## src/rtl/ip_checksum_check.sv

```systemverilog
`default_nettype none
// ============================================================================
//  Module   : ip_checksum_check
//  Purpose  : Receive-side IPv4 header checksum verifier (byte-stream input).
//  Revision : 1.0 - initial release
// ============================================================================
module ip_checksum_check #(
    parameter logic [3:0] IP_VERSION = 4'd4
) (
    input  logic        clk,
    input  logic        reset_p,
    input  logic        hdr_start,
    input  logic        byte_valid,
    input  logic [7:0]  byte_data,
    input  logic        frame_abort,
    output logic        busy,
    output logic        chk_done,
    output logic        chk_ok,
    output logic        hdr_err,
    output logic [15:0] sum_out,
    output logic [5:0]  hdr_len
);

    typedef enum logic [1:0] {
        S_IDLE  = 2'd0,
        S_ACCUM = 2'd1,
        S_FOLD1 = 2'd2,
        S_FOLD2 = 2'd3
    } state_t;

    state_t      state_q, state_d;
    logic [7:0]  hi_byte_q, hi_byte_d;
    logic [5:0]  byte_cnt_q, byte_cnt_d;
    logic [20:0] acc_q, acc_d;
    logic [16:0] f1_q, f1_d;
    logic [5:0]  hdr_len_q, hdr_len_d;
    logic        chk_done_q, chk_done_d;
    logic        chk_ok_q, chk_ok_d;
    logic        hdr_err_q, hdr_err_d;
    logic [15:0] sum_q, sum_d;

    logic        w_start;
    logic        w_bad_hdr;
    logic [15:0] w_f2;

    assign w_start   = hdr_start & byte_valid;
    assign w_bad_hdr = (byte_data[7:4] != IP_VERSION) || (byte_data[3:0] < 4'd5);
    // Second fold cannot carry again: f1 is at most 0x1001E.
    assign w_f2      = f1_q[15:0] + {15'd0, f1_q[16]};

    always_ff @(posedge clk or posedge reset_p) begin
        if (reset_p) begin
            state_q    <= S_IDLE;
            hi_byte_q  <= 8'd0;
            byte_cnt_q <= 6'd0;
            acc_q      <= 21'd0;
            f1_q       <= 17'd0;
            hdr_len_q  <= 6'd0;
            chk_done_q <= 1'b0;
            chk_ok_q   <= 1'b0;
            hdr_err_q  <= 1'b0;
            sum_q      <= 16'd0;
        end else begin
            state_q    <= state_d;
            hi_byte_q  <= hi_byte_d;
            byte_cnt_q <= byte_cnt_d;
            acc_q      <= acc_d;
            f1_q       <= f1_d;
            hdr_len_q  <= hdr_len_d;
            chk_done_q <= chk_done_d;
            chk_ok_q   <= chk_ok_d;
            hdr_err_q  <= hdr_err_d;
            sum_q      <= sum_d;
        end
    end

    always_comb begin
        state_d    = state_q;
        hi_byte_d  = hi_byte_q;
        byte_cnt_d = byte_cnt_q;
        acc_d      = acc_q;
        f1_d       = f1_q;
        hdr_len_d  = hdr_len_q;
        chk_done_d = 1'b0;
        chk_ok_d   = chk_ok_q;
        hdr_err_d  = hdr_err_q;
        sum_d      = sum_q;

        case (state_q)
            S_IDLE, S_ACCUM: begin
                // A new header always wins over abort or the header in flight.
                if (w_start) begin
                    if (w_bad_hdr) begin
                        state_d    = S_IDLE;
                        chk_done_d = 1'b1;
                        hdr_err_d  = 1'b1;
                        chk_ok_d   = 1'b0;
                    end else begin
                        state_d    = S_ACCUM;
                        hi_byte_d  = byte_data;
                        hdr_len_d  = {byte_data[3:0], 2'b00};
                        byte_cnt_d = 6'd1;
                        acc_d      = 21'd0;
                    end
                end else if (state_q == S_ACCUM) begin
                    if (frame_abort) begin
                        state_d = S_IDLE;
                    end else if (byte_valid) begin
                        if (byte_cnt_q[0]) begin
                            acc_d = acc_q + {5'd0, hi_byte_q, byte_data};
                        end else begin
                            hi_byte_d = byte_data;
                        end
                        byte_cnt_d = byte_cnt_q + 6'd1;
                        if (byte_cnt_q == hdr_len_q - 6'd1) begin
                            state_d = S_FOLD1;
                        end
                    end
                end
            end
            S_FOLD1: begin
                f1_d    = {12'd0, acc_q[20:16]} + {1'b0, acc_q[15:0]};
                state_d = S_FOLD2;
            end
            S_FOLD2: begin
                chk_done_d = 1'b1;
                sum_d      = w_f2;
                chk_ok_d   = (w_f2 == 16'hFFFF);
                hdr_err_d  = 1'b0;
                state_d    = S_IDLE;
            end
            default: state_d = S_IDLE;
        endcase
    end

    assign busy     = (state_q != S_IDLE);
    assign chk_done = chk_done_q;
    assign chk_ok   = chk_ok_q;
    assign hdr_err  = hdr_err_q;
    assign sum_out  = sum_q;
    assign hdr_len  = hdr_len_q;

endmodule
`default_nettype wire

```

## config.mk

```make
export PLATFORM = sky130hd
export DESIGN_NAME = ip_checksum_check
export DESIGN_NICKNAME = d
export VERILOG_FILES = /design/src/rtl/ip_checksum_check.sv
export SDC_FILE = /design/constraint.sdc
export NUM_CORES = 1
export LEC_CHECK = 0
export ABC_AREA = 1
export BUFFER_PORTS_ARGS = -buffer_cell sky130_fd_sc_hd__buf_2
export CAP_MARGIN = 20
export CORE_MARGIN = 4
export CORE_UTILIZATION = 35
export CTS_CLUSTER_SIZE = 25
export DETAILED_ROUTE_END_ITERATION = 7
export MAX_ROUTING_LAYER = met4
export SYNTH_ARGS = -nofsm -noshare
export SYNTH_HDL_FRONTEND = slang
export SYNTH_SLANG_ARGS = --single-unit
```

## constraint.sdc

```tcl
create_clock -name clk -period 3.4 [get_ports clk]
set_input_delay 0.68 -clock clk [delete_from_list [all_inputs] [get_ports clk]]
set_output_delay 0.68 -clock clk [all_outputs]
set_load 0.005 [all_outputs]
```

# Word level (Yosys, flattened, before mapping)
# Index checks and enable logic that the tools add are counted.
dict set report totals {
  ff_bits 77
  input_bits 13
  out_inout_bits 26
  elab_cells 79
}
dict set report classes {
  add_sub_neg 5
  n_lt_le_gt_ge 1
  n_eq_ne 14
  muxes 33
  bitwise 2
  reduce_logical 14
}
# op count
set op_table {}
lappend op_table {{21-bit 2-to-1 mux} 6}
lappend op_table {{8-bit 2-to-1 mux} 6}
lappend op_table {{6-bit 2-to-1 mux} 5}
lappend op_table {{21-bit by 16-bit adder with 21-bit output} 1}
lappend op_table {{5-bit by 16-bit adder with 17-bit output} 1}
lappend op_table {{16-bit by 1-bit adder with 16-bit output} 1}
lappend op_table {{16-bit == test, second input constant} 1}
lappend op_table {{6-bit AND reduction} 2}
lappend op_table {{2-bit 2-to-1 mux} 5}
lappend op_table {{2-bit nonzero test} 5}
lappend op_table {{3-bit AND reduction} 3}
lappend op_table {{4-bit != test, second input constant} 2}
lappend op_table {{1-bit 2-to-1 mux} 7}
lappend op_table {{6-bit by 1-bit adder with 6-bit output, second input constant} 1}
lappend op_table {{6-bit == test} 1}
lappend op_table {{2-bit != test, second input constant} 3}
lappend op_table {{1-bit one-hot mux with 2 select lines} 3}
lappend op_table {{2-bit one-hot mux with 3 select lines} 1}
lappend op_table {{6-bit by 1-bit subtractor with 6-bit output, second input constant} 1}
lappend op_table {{5-bit AND reduction} 1}
lappend op_table {{2-bit == test, second input constant} 2}
lappend op_table {{4-bit by 3-bit less-than comparator with 1-bit output, second input constant} 1}
lappend op_table {{2-bit by 1-bit != test with 1-bit output, second input constant} 2}
lappend op_table {{4-bit by 3-bit != test with 1-bit output, second input constant} 1}
lappend op_table {{7 further kinds} 7}

# Longest topological paths before layout
# Gate-level depths: netlist (run 1).
dict set report depth {
  word_depth 8
  mapped_depth 13
  mapped_depth_nobuf 13
}

# Least setup slack after synthesis (run 1)
# OpenSTA, ideal clock, no wires.
dict set report synth_timing {
  path_type {input port to flip-flop}
  start {in byte_data[0]}
  end {reg acc_q[20]}
  setup_ps 119
  arrival_ps 1988
  t_required_ps 3281
  slack_ps 1293
  stages 13
  path_buffers 0
  cell_sequence {ha_1 inv_1 fa_1 inv_1 nand3_1 nand3_1 nand2_1 nand2_1 nand2_1 nand2_1 nand3_1 nand2_1 nor2_1}
}
dict set report synth_between {
  elab_chain_cells 6
  word_cells_on_any_way 10
  cone_classes {add/sub: 1; order compare: 1; eq/ne: 1; mux: 5; reduce/logical: 2}
}
# item line_no
set synth_lines {}
lappend synth_lines {{from (decl)} 14} ;# input logic [7:0] byte_data,
lappend synth_lines {{21-bit by 16-bit adder with 21-bit output} 110} ;# acc_d = acc_q + {5'd0, hi_byte_q, byte_data};
lappend synth_lines {{21-bit 2-to-1 mux} 109} ;# if (byte_cnt_q[0]) begin
lappend synth_lines {{21-bit 2-to-1 mux} 108} ;# end else if (byte_valid) begin
lappend synth_lines {{21-bit 2-to-1 mux} 106} ;# if (frame_abort) begin
lappend synth_lines {{21-bit 2-to-1 mux} 105} ;# end else if (state_q == S_ACCUM) begin
lappend synth_lines {{21-bit 2-to-1 mux} 92} ;# if (w_start) begin
lappend synth_lines {{to (signal assigned)} 56} ;# acc_q <= 21'd0;
lappend synth_lines {{to (signal assigned)} 67} ;# acc_q <= acc_d;
lappend synth_lines {{to (decl)} 34} ;# logic [20:0] acc_q, acc_d;
# Parallel ways exist; a longest one is shown, timed or not. The select of a mux whose other input is x is not followed.
# A chain may end at the register's enable or synchronous reset.

# Worst setup path after layout (run 1)
dict set report layout_timing {
  start {reg acc_q[16]}
  end {reg f1_q[12]}
}
dict set report layout_between {
  elab_chain_cells 1
}
# item line_no
set layout_lines {}
lappend layout_lines {{5-bit by 16-bit adder with 17-bit output} 122} ;# f1_d = {12'd0, acc_q[20:16]} + {1'b0, acc_q[15:0]};
lappend layout_lines {{to (signal assigned)} 57} ;# f1_q <= 17'd0;
lappend layout_lines {{to (signal assigned)} 68} ;# f1_q <= f1_d;
lappend layout_lines {{to (decl)} 35} ;# logic [16:0] f1_q, f1_d;
# No other way between the ends.

==> metrics.md, run 1 <==
| Metric | Value |
|---|---|
| Status | finished, final reports clean |
| Cell taking the most area after synthesis | dfrtp_1 |
| CTS sink cnt | 77 |
| Initial Util | 35.67% |
| Unique masters post-synth | 35 |
| Top-area cell type share of the netlist area | 37.16% |
| Synth Area in Simple Gates | 33.18% |
| Worst Setup SP | acc_q[16] |
| Combinational share of power | 42.0% |
| Mapped Area | 5185 µm² |
| H-tree levels | 3 |
| Post-synthesis adder-cell area fraction | 6.805% |
| DR DRC count | 0 |
| Fmax | 0.4638 GHz |
| Initial antenna violation count | 0 |
| Clock Power Share | 21.7% |
| RSZ-0062 raised after global routing | no |
| Nets | 828 |
| Yosys warns | 0 |
| R2R Setup Slk | 1.24 ns |
| Share of cells above drive strength 1 | 9.458% |
| Reg-to-reg startpoint | acc_q[16] |
| Internal power component | 2.581 mW |
| Final weighted congestion in routability-driven placement | 0.9100 |
| First-pass DRT Iterations | 5 |
| Reg2Reg Depth | 9 |
| CTS Buf Count | 9 |
| Post-CTS setup buffer count | 0 |
| Top FF cell, synth | dfrtp_1 |
| Clk_skew | 0.007998 ns |
| Root Buffer | clkbuf_16 |
| Synth Area per Inst | 6.923 µm² |
| Via/cell ratio | 4.801 |
| Largest net degree at the start of global routing | 41 |
| Filler Cells Inserted | 1559 |
| CTS tree | built |
| Delay-heaviest family, CP | adder cells |
| Pins Over Slew Limit | 0 |
| Compound-Gate Fraction of Synth Area | 10.18% |
| CP Depth | 9 |
| Seq. cell area | 1927 µm² |
| Gr busiest metal | met2 |
| Clock Pin Slew Worst Setup and Hold Paths | 0.07 ns |
| Type of origin of the critical path | register |
| First-pass GRT wire length | 21860 µm |
| Diode count | 0 |
| # IOs | 39 |
| Mux share of post-synthesis cell area | 0% |
| FF+latch count, synth | 77 |
| Grt met1 use | 21.60% |
| Reg power frac | 36.3% |
| Main combinational cell family by area after synthesis | simple AND/OR/NAND/NOR gates |
| Max clock buf depth | 2 |
| Met2 Use GR | 27.09% |
| CP Buf/Inv Count | 0 |
| Vias | 4691 |
| Crit Reg-Reg Endpoint | f1_q[12] |
| Max rail drop VDD | 307.3 µV |
| Syn Inst Count | 749 |
| Die W | 129.7 µm |
| Endpoints failing setup | 0 |
| Worst stage delay on the critical path | 0.48 ns |
| Pwr/cell area | 782.0 nW/µm² |
| Synth area leaders | dfrtp_1 (37%), nand2_1 (19%), inv_1 (6.8%) |
| Endpoints failing hold | 0 |
| Setup tns final | 0 ns |
| WHS | 0.4172 ns |
| Final Critical Period | 2.156 ns |
| Worst EP arrival | 2.36 ns |
| CTS Hold Buffers Added | 0 |
| Max FO, Critical Path | 6 |
| Most used cell, CP | nand3_1 |
| DRT antenna net count | 0 |
| Max transition margin | 53.54% |
| CP required | 3.60 ns |
| Die Area | 16830 µm² |
| Worst skew pair latency | 0.35 ns |
| CP Class | reg2reg |
| Port bufs | 36 |
| Synthesis-to-finish area growth | 13.13% |
| Sw Share | 43.74% |
| Post-Synth XOR/XNOR Area | 4.054% |
| Share of async-settable or async-resettable flops after synthesis | 100.0% |
| Grt met3 use | 3.234% |
| Final worst path period share | 63.42% |
| WL/cell | 13.15 µm |
| Most frequent cell after synthesis | nand2_1 |
| Die Y | 129.7 µm |
| Total gr overflow | 0 |
| Row cnt | 44 |
| Worst hold path type | in2async |
| Drt total wl | 12850 µm |
| Sequential-to-total area share from yosys stat | 37.16% |
| CTS resizes | 0 |
| Slew at the pin closest to its max-slew limit | 0.6961 ns |
| DP HPWL | 10400 µm |
| Leak | 3.006 nW |
| Fin cells | 977 |
| Post-synth EDFFs | 0 |
| Tot GR Track Use | 16.96% |
| Vias in the first global route | 4471 |
| P_sw | 2.006 mW |
| Core area | 14530 µm² |
| DRT iter0 DRCs | 205 |
| Area of the multi-input gates | 2819 µm² |
| Max Cap Violations | 0 |
| Slowest-stage cell, CP | dfrtp_1 |
| CP endpoint kind | register |
| Cells after DPL | 961 |
| End of the critical path | f1_q[12] |
| Cells along the critical path | ha_1 > fa_1 > nand3_1 > nand2_1 > nand3_1 > o21ai_0 > or2_2 > nand3_1 > o21ai_0 |
| Commonest cells post-synth | nand2_1 (261), inv_1 (94), dfrtp_1 (77) |
==> registers in the layout, summed over array words and instances, names as in the netlist <==
| signal | cells |
|---|---|
| hi_byte_q | 8 |
| state_q | 2 |
| hdr_len | 4 |
| chk_ok | 1 |
| chk_done | 1 |
| f1_q | 17 |
| byte_cnt_q | 6 |
| hdr_err | 1 |
| sum_out | 16 |
| acc_q | 21 |
==> worst min-delay path by stage <==
stage	slack [ns]	endpoint	depth (start not counted)
after floorplan	0.45	f1_q[0]	2
final	0.42	f1_q[13]	2
after global routing	0.47	f1_q[8]	2
after detailed placement	0.46	sum_out[10]	2
after CTS	0.44	f1_q[8]	2
after global placement	0.46	hdr_err	2
==> power by group through the flow <==
| stage | Sequential, mW | Combinational, mW | Clock (mW) |
|---|---|---|---|
| finish | 1.67 | 1.93 | 0.995 |
| global route | 1.72 | 2.25 | 1.04 |
| CTS | 1.67 | 1.94 | 1.02 |
| detailed placement | 1.68 | 1.93 | 0 |
| global placement | 1.68 | 1.93 | 0 |
| floorplan | 1.55 | 1.45 | 0 |
==> per-stage QoR <==
step	utilization [%]	power [mW]	instance area, µm²	worst slack (ns)
after floorplan	-	2.999	5189	0.7533
after global placement	38.23	3.606	5557	1.031
after detailed placement	38.23	3.606	5557	0.9737
after CTS	40.36	4.622	5866	1.229
after global routing	40.36	5.014	5866	1.054
final	40.36	4.587	5866	1.244
==> per-layer routing <==
layer / vias up / routed length (µm)
li1: 2475 / -
met3: 11 / 462
met2: 71 / 5979
met1: 2134 / 6196
met5: - / 0
met4: 0 / 214
==> worst reg2reg max path: cells and delay by family, from the launching register on <==
kind,cells,cell delay [ns]
AND/OR/NAND/NOR,5,0.67
flip-flops,1,0.48
adder cells (fa/ha/maj),2,0.70
AO/OA/AOI/OAI,2,0.18
==> kinds of logic after synthesis <==
logic type                 after synthesis
DFF                                     77
other                                    1
and+or+nand+nor                        416
xor gates and xnor gates                24
adders and majority gates               27
AOI/OAI and AO/OA                       93
buffers and inverters                  111
==> cells in the final DEF (no fill, tap or decap), drive strengths merged, types with 3 or more instances in the layout <==
cell type	n
dfrtp	77
xor2	10
o31ai	4
inv	98
o22ai	5
clkinvlp	3
clkinv	3
nand3	51
nand4	17
nor2	70
a21oi	24
buf	40
o21bai	3
xnor2	14
nand2	264
a31oi	3
or2	3
ha	25
nor3	9
clkbuf	9
o21ai	52
==> cell type report <==
type / count / area share (%)
multi-input cells: 562 / 48.06
flip-flops and latches: 77 / 32.85
inverters: 98 / 6.314
well taps: 184 / 3.925
clock buffers: 9 / 3.840
repair buffers: 40 / 3.584
clock inverters: 7 / 1.429
Power figures use the tool's default switching activity.
==> run 2, diff against run 1 <==
==> constraint.sdc (replaced) <==
create_clock -name clk -period 1.97 [get_ports clk]
set_input_delay 0.394 -clock clk [delete_from_list [all_inputs] [get_ports clk]]
set_output_delay 0.394 -clock clk [all_outputs]
set_load 0.005 [all_outputs]
==> metrics.md, run 2 (synthesized netlist as in run 1, its figures left out) <==
| Metric | Value |
|---|---|
| Max transition margin | 57.65% (+4.1 points) |
| Cells along the critical path | ha_2 > fa_1 > nand3_1 > nand2_1 > nand3_1 > o21ai_1 > or2_2 > nand3_1 > o21ai_0 |
| CP Class | reg2reg |
| Core area | 14530 µm² (unchanged) |
| First-pass GRT wire length | 22130 µm (+1.2%) |
| Type of origin of the critical path | register |
| Status | finished, final reports clean |
| Endpoints failing hold | 0 (unchanged) |
| CTS tree | built |
| Endpoints failing setup | 0 (unchanged) |
| CP endpoint kind | register |
| First-pass DRT Iterations | 4 (-1) |
| Pins Over Slew Limit | 0 (unchanged) |
| Max FO, Critical Path | 3 (-3) |
| Root Buffer | clkbuf_16 |
| Largest net degree at the start of global routing | 30 (-27%) |
| Initial antenna violation count | 0 (unchanged) |
| Most flops, register | acc_q |
| Worst stage delay on the critical path | 0.42 ns (-0.06 ns) |
| Die W | 129.7 µm (unchanged) |
| Final worst path period share | 93.83% (+30 points) |
| Slowest-stage cell, CP | dfrtp_1 |
| Row cnt | 44 (unchanged) |
| Worst hold path type | in2async |
| Clk_skew | 0.009368 ns (+0.001370 ns) |
| Most used cell, CP | nand3_1 |
| DRT antenna net count | 0 (unchanged) |
| Vias | 4822 (+2.8%) |
| DR DRC count | 0 (unchanged) |
| Drt total wl | 13320 µm (+3.7%) |
| Post-route cell area | 6265 µm² (+6.8%) |
| Share of cells above drive strength 1 | 15.34% (+5.9 points) |
| Synthesis-to-finish area growth | 20.83% |
| Fmax | 0.5410 GHz (+17%) |
| CP Buf/Inv Count | 0 (unchanged) |
| Die Y | 129.7 µm (unchanged) |
| Slew at the pin closest to its max-slew limit | 0.6339 ns (-0.06221 ns) |
| Diode count | 0 (unchanged) |
| Max Cap Violations | 0 (unchanged) |
| Leak | 3.195 nW (+6.3%) |
| Clock Pin Slew Worst Setup and Hold Paths | 0.06 ns (about the same) |
| WL/cell | 13.16 µm (about the same) |
| # IOs | 39 (unchanged) |
| Pre-CTS setup slack | -0.06207 ns (-1.036 ns) |
| Worst skew pair latency | 0.34 ns (about the same) |
| CP required | 2.19 ns (-1.41 ns) |
| Via/cell ratio | 4.765 (-0.76%) |
| Port bufs | 36 (unchanged) |
| DP HPWL | 10750 µm (+3.4%) |
| Max rail drop VDD | 665.0 µV (+120%) |
| Worst EP arrival | 2.07 ns (-0.29 ns) |
| Max FFs per register | 21 (unchanged) |
| Final weighted congestion in routability-driven placement | 0.9258 (+1.7%) |
| Total gr overflow | 0 (unchanged) |
| Initial Util | 35.67% (unchanged) |
| Most frequent cells in the layout | nand2_1 (258), inv_1 (92), dfrtp_1 (76) |
| H-tree levels | 3 (unchanged) |
| Final Critical Period | 1.848 ns (-0.3077 ns) |
| DRT iter0 DRCs | 209 (+2.0%) |
| Placed Area | 5839 µm² (+5.1%) |
| Area of the multi-input gates | 2910 µm² (+3.2%) |
| Nets | 863 (+4.2%) |
| Die Area | 16830 µm² (unchanged) |
| CTS sink cnt | 77 (unchanged) |
| Final WS setup | 0.1216 ns (-1.122 ns) |
| CTS Buf Count | 9 (unchanged) |
| Pwr/cell area | 1343 nW/µm² (+72%) |
| Delay-heaviest family, CP | adder cells |
| Filler Cells Inserted | 1526 (-2.1%) |
| Commonest non-fill, non-tap cell in the layout | nand2_1 |
| Tot GR Track Use | 17.04% (+0.080 points) |
| Max clock buf depth | 2 (unchanged) |
| Setup tns final | 0 ns (unchanged) |
| RSZ-0062 raised after global routing | yes |
| Seq. cell area | 1928 µm² (about the same) |
| Vias in the first global route | 4577 (+2.4%) |
-- run 2: cell count changes in the layout (fill, tap and decap cells not counted), sizes merged --
cell,change
clkinvlp,-2
inv,-1
bufinv,+1
clkbuf,+2
buf,+35
-- run 2: power by group --
group | internal [mW] | leakage, nW | switching, mW
Clock | 1.15 | 0.160 | 0.667
Combinational | 1.57 | 2.03 | 2.26
Sequential | 2.19 | 1.01 | 0.582
Total | 4.91 | 3.19 | 3.51
-- run 2: worst paths after layout --
path,start,endpoint,slack (ns),cells past startpoint
worst max-delay path,acc_q[0],f1_q[12],0.12,9
worst min-delay path,reset_p,f1_q[14],0.14,2
worst max register to register,acc_q[0],f1_q[12],0.12,9
worst min register to register,sum_out[9],sum_out[9],0.47,2
max in group asynchronous,reset_p,f1_q[10],1.29,3
min in group clk,frame_abort,state_q[1],0.34,4
-- run 2: cell type report --
| type | instances | share of cell area (%) |
|---|---|---|
| timing repair buffer | 75 | 7.949 |
| clock buffer | 11 | 3.875 |
| inverter | 98 | 5.952 |
| clock inverter | 5 | 1.318 |
| tap | 184 | 3.675 |
| multi-input combinational | 562 | 46.45 |
| sequential | 77 | 30.78 |
-- run 2: routing by layer --
layer | wire length [µm] | vias up | part of all wire [%] | track usage [%]
li1 | - | 2533 | - | -
met2 | 6163 | 83 | 46 | 27.78
met5 | 0 | - | 0 | -
met1 | 6224 | 2186 | 47 | 21.31
met4 | 361 | 0 | 2.7 | 5.318
met3 | 573 | 20 | 4.3 | 3.561
-- run 2: worst reg2reg max path, stage by stage (launching register included) --
cell     delay (ns)
dfrtp_1        0.42
ha_2           0.20
fa_1           0.38
nand3_1        0.09
nand2_1        0.08
nand3_1        0.08
o21ai_1        0.08
or2_2          0.27
nand3_1        0.06
o21ai_0        0.07
-- run 2: per-stage QoR --
stage               instances  hold WS [ns]  utilization [%]  total power, mW
floorplan                 750        0.4483                -            5.176
global placement          995        0.4612            40.18            6.436
detailed placement        995        0.4649            40.18            6.480
CTS                      1011        0.1551            42.42            8.334
global route             1012        0.1792            43.10            9.178
finish                   1012        0.1389            43.10            8.414
-- run 2: timing repair --
item / 4_1_cts / 5_1_grt
resized for setup: 0 / 23
setup buffers: 0 / 1
endpoints found under the setup margin: 0 / 18
hold buffers: 0 / 0
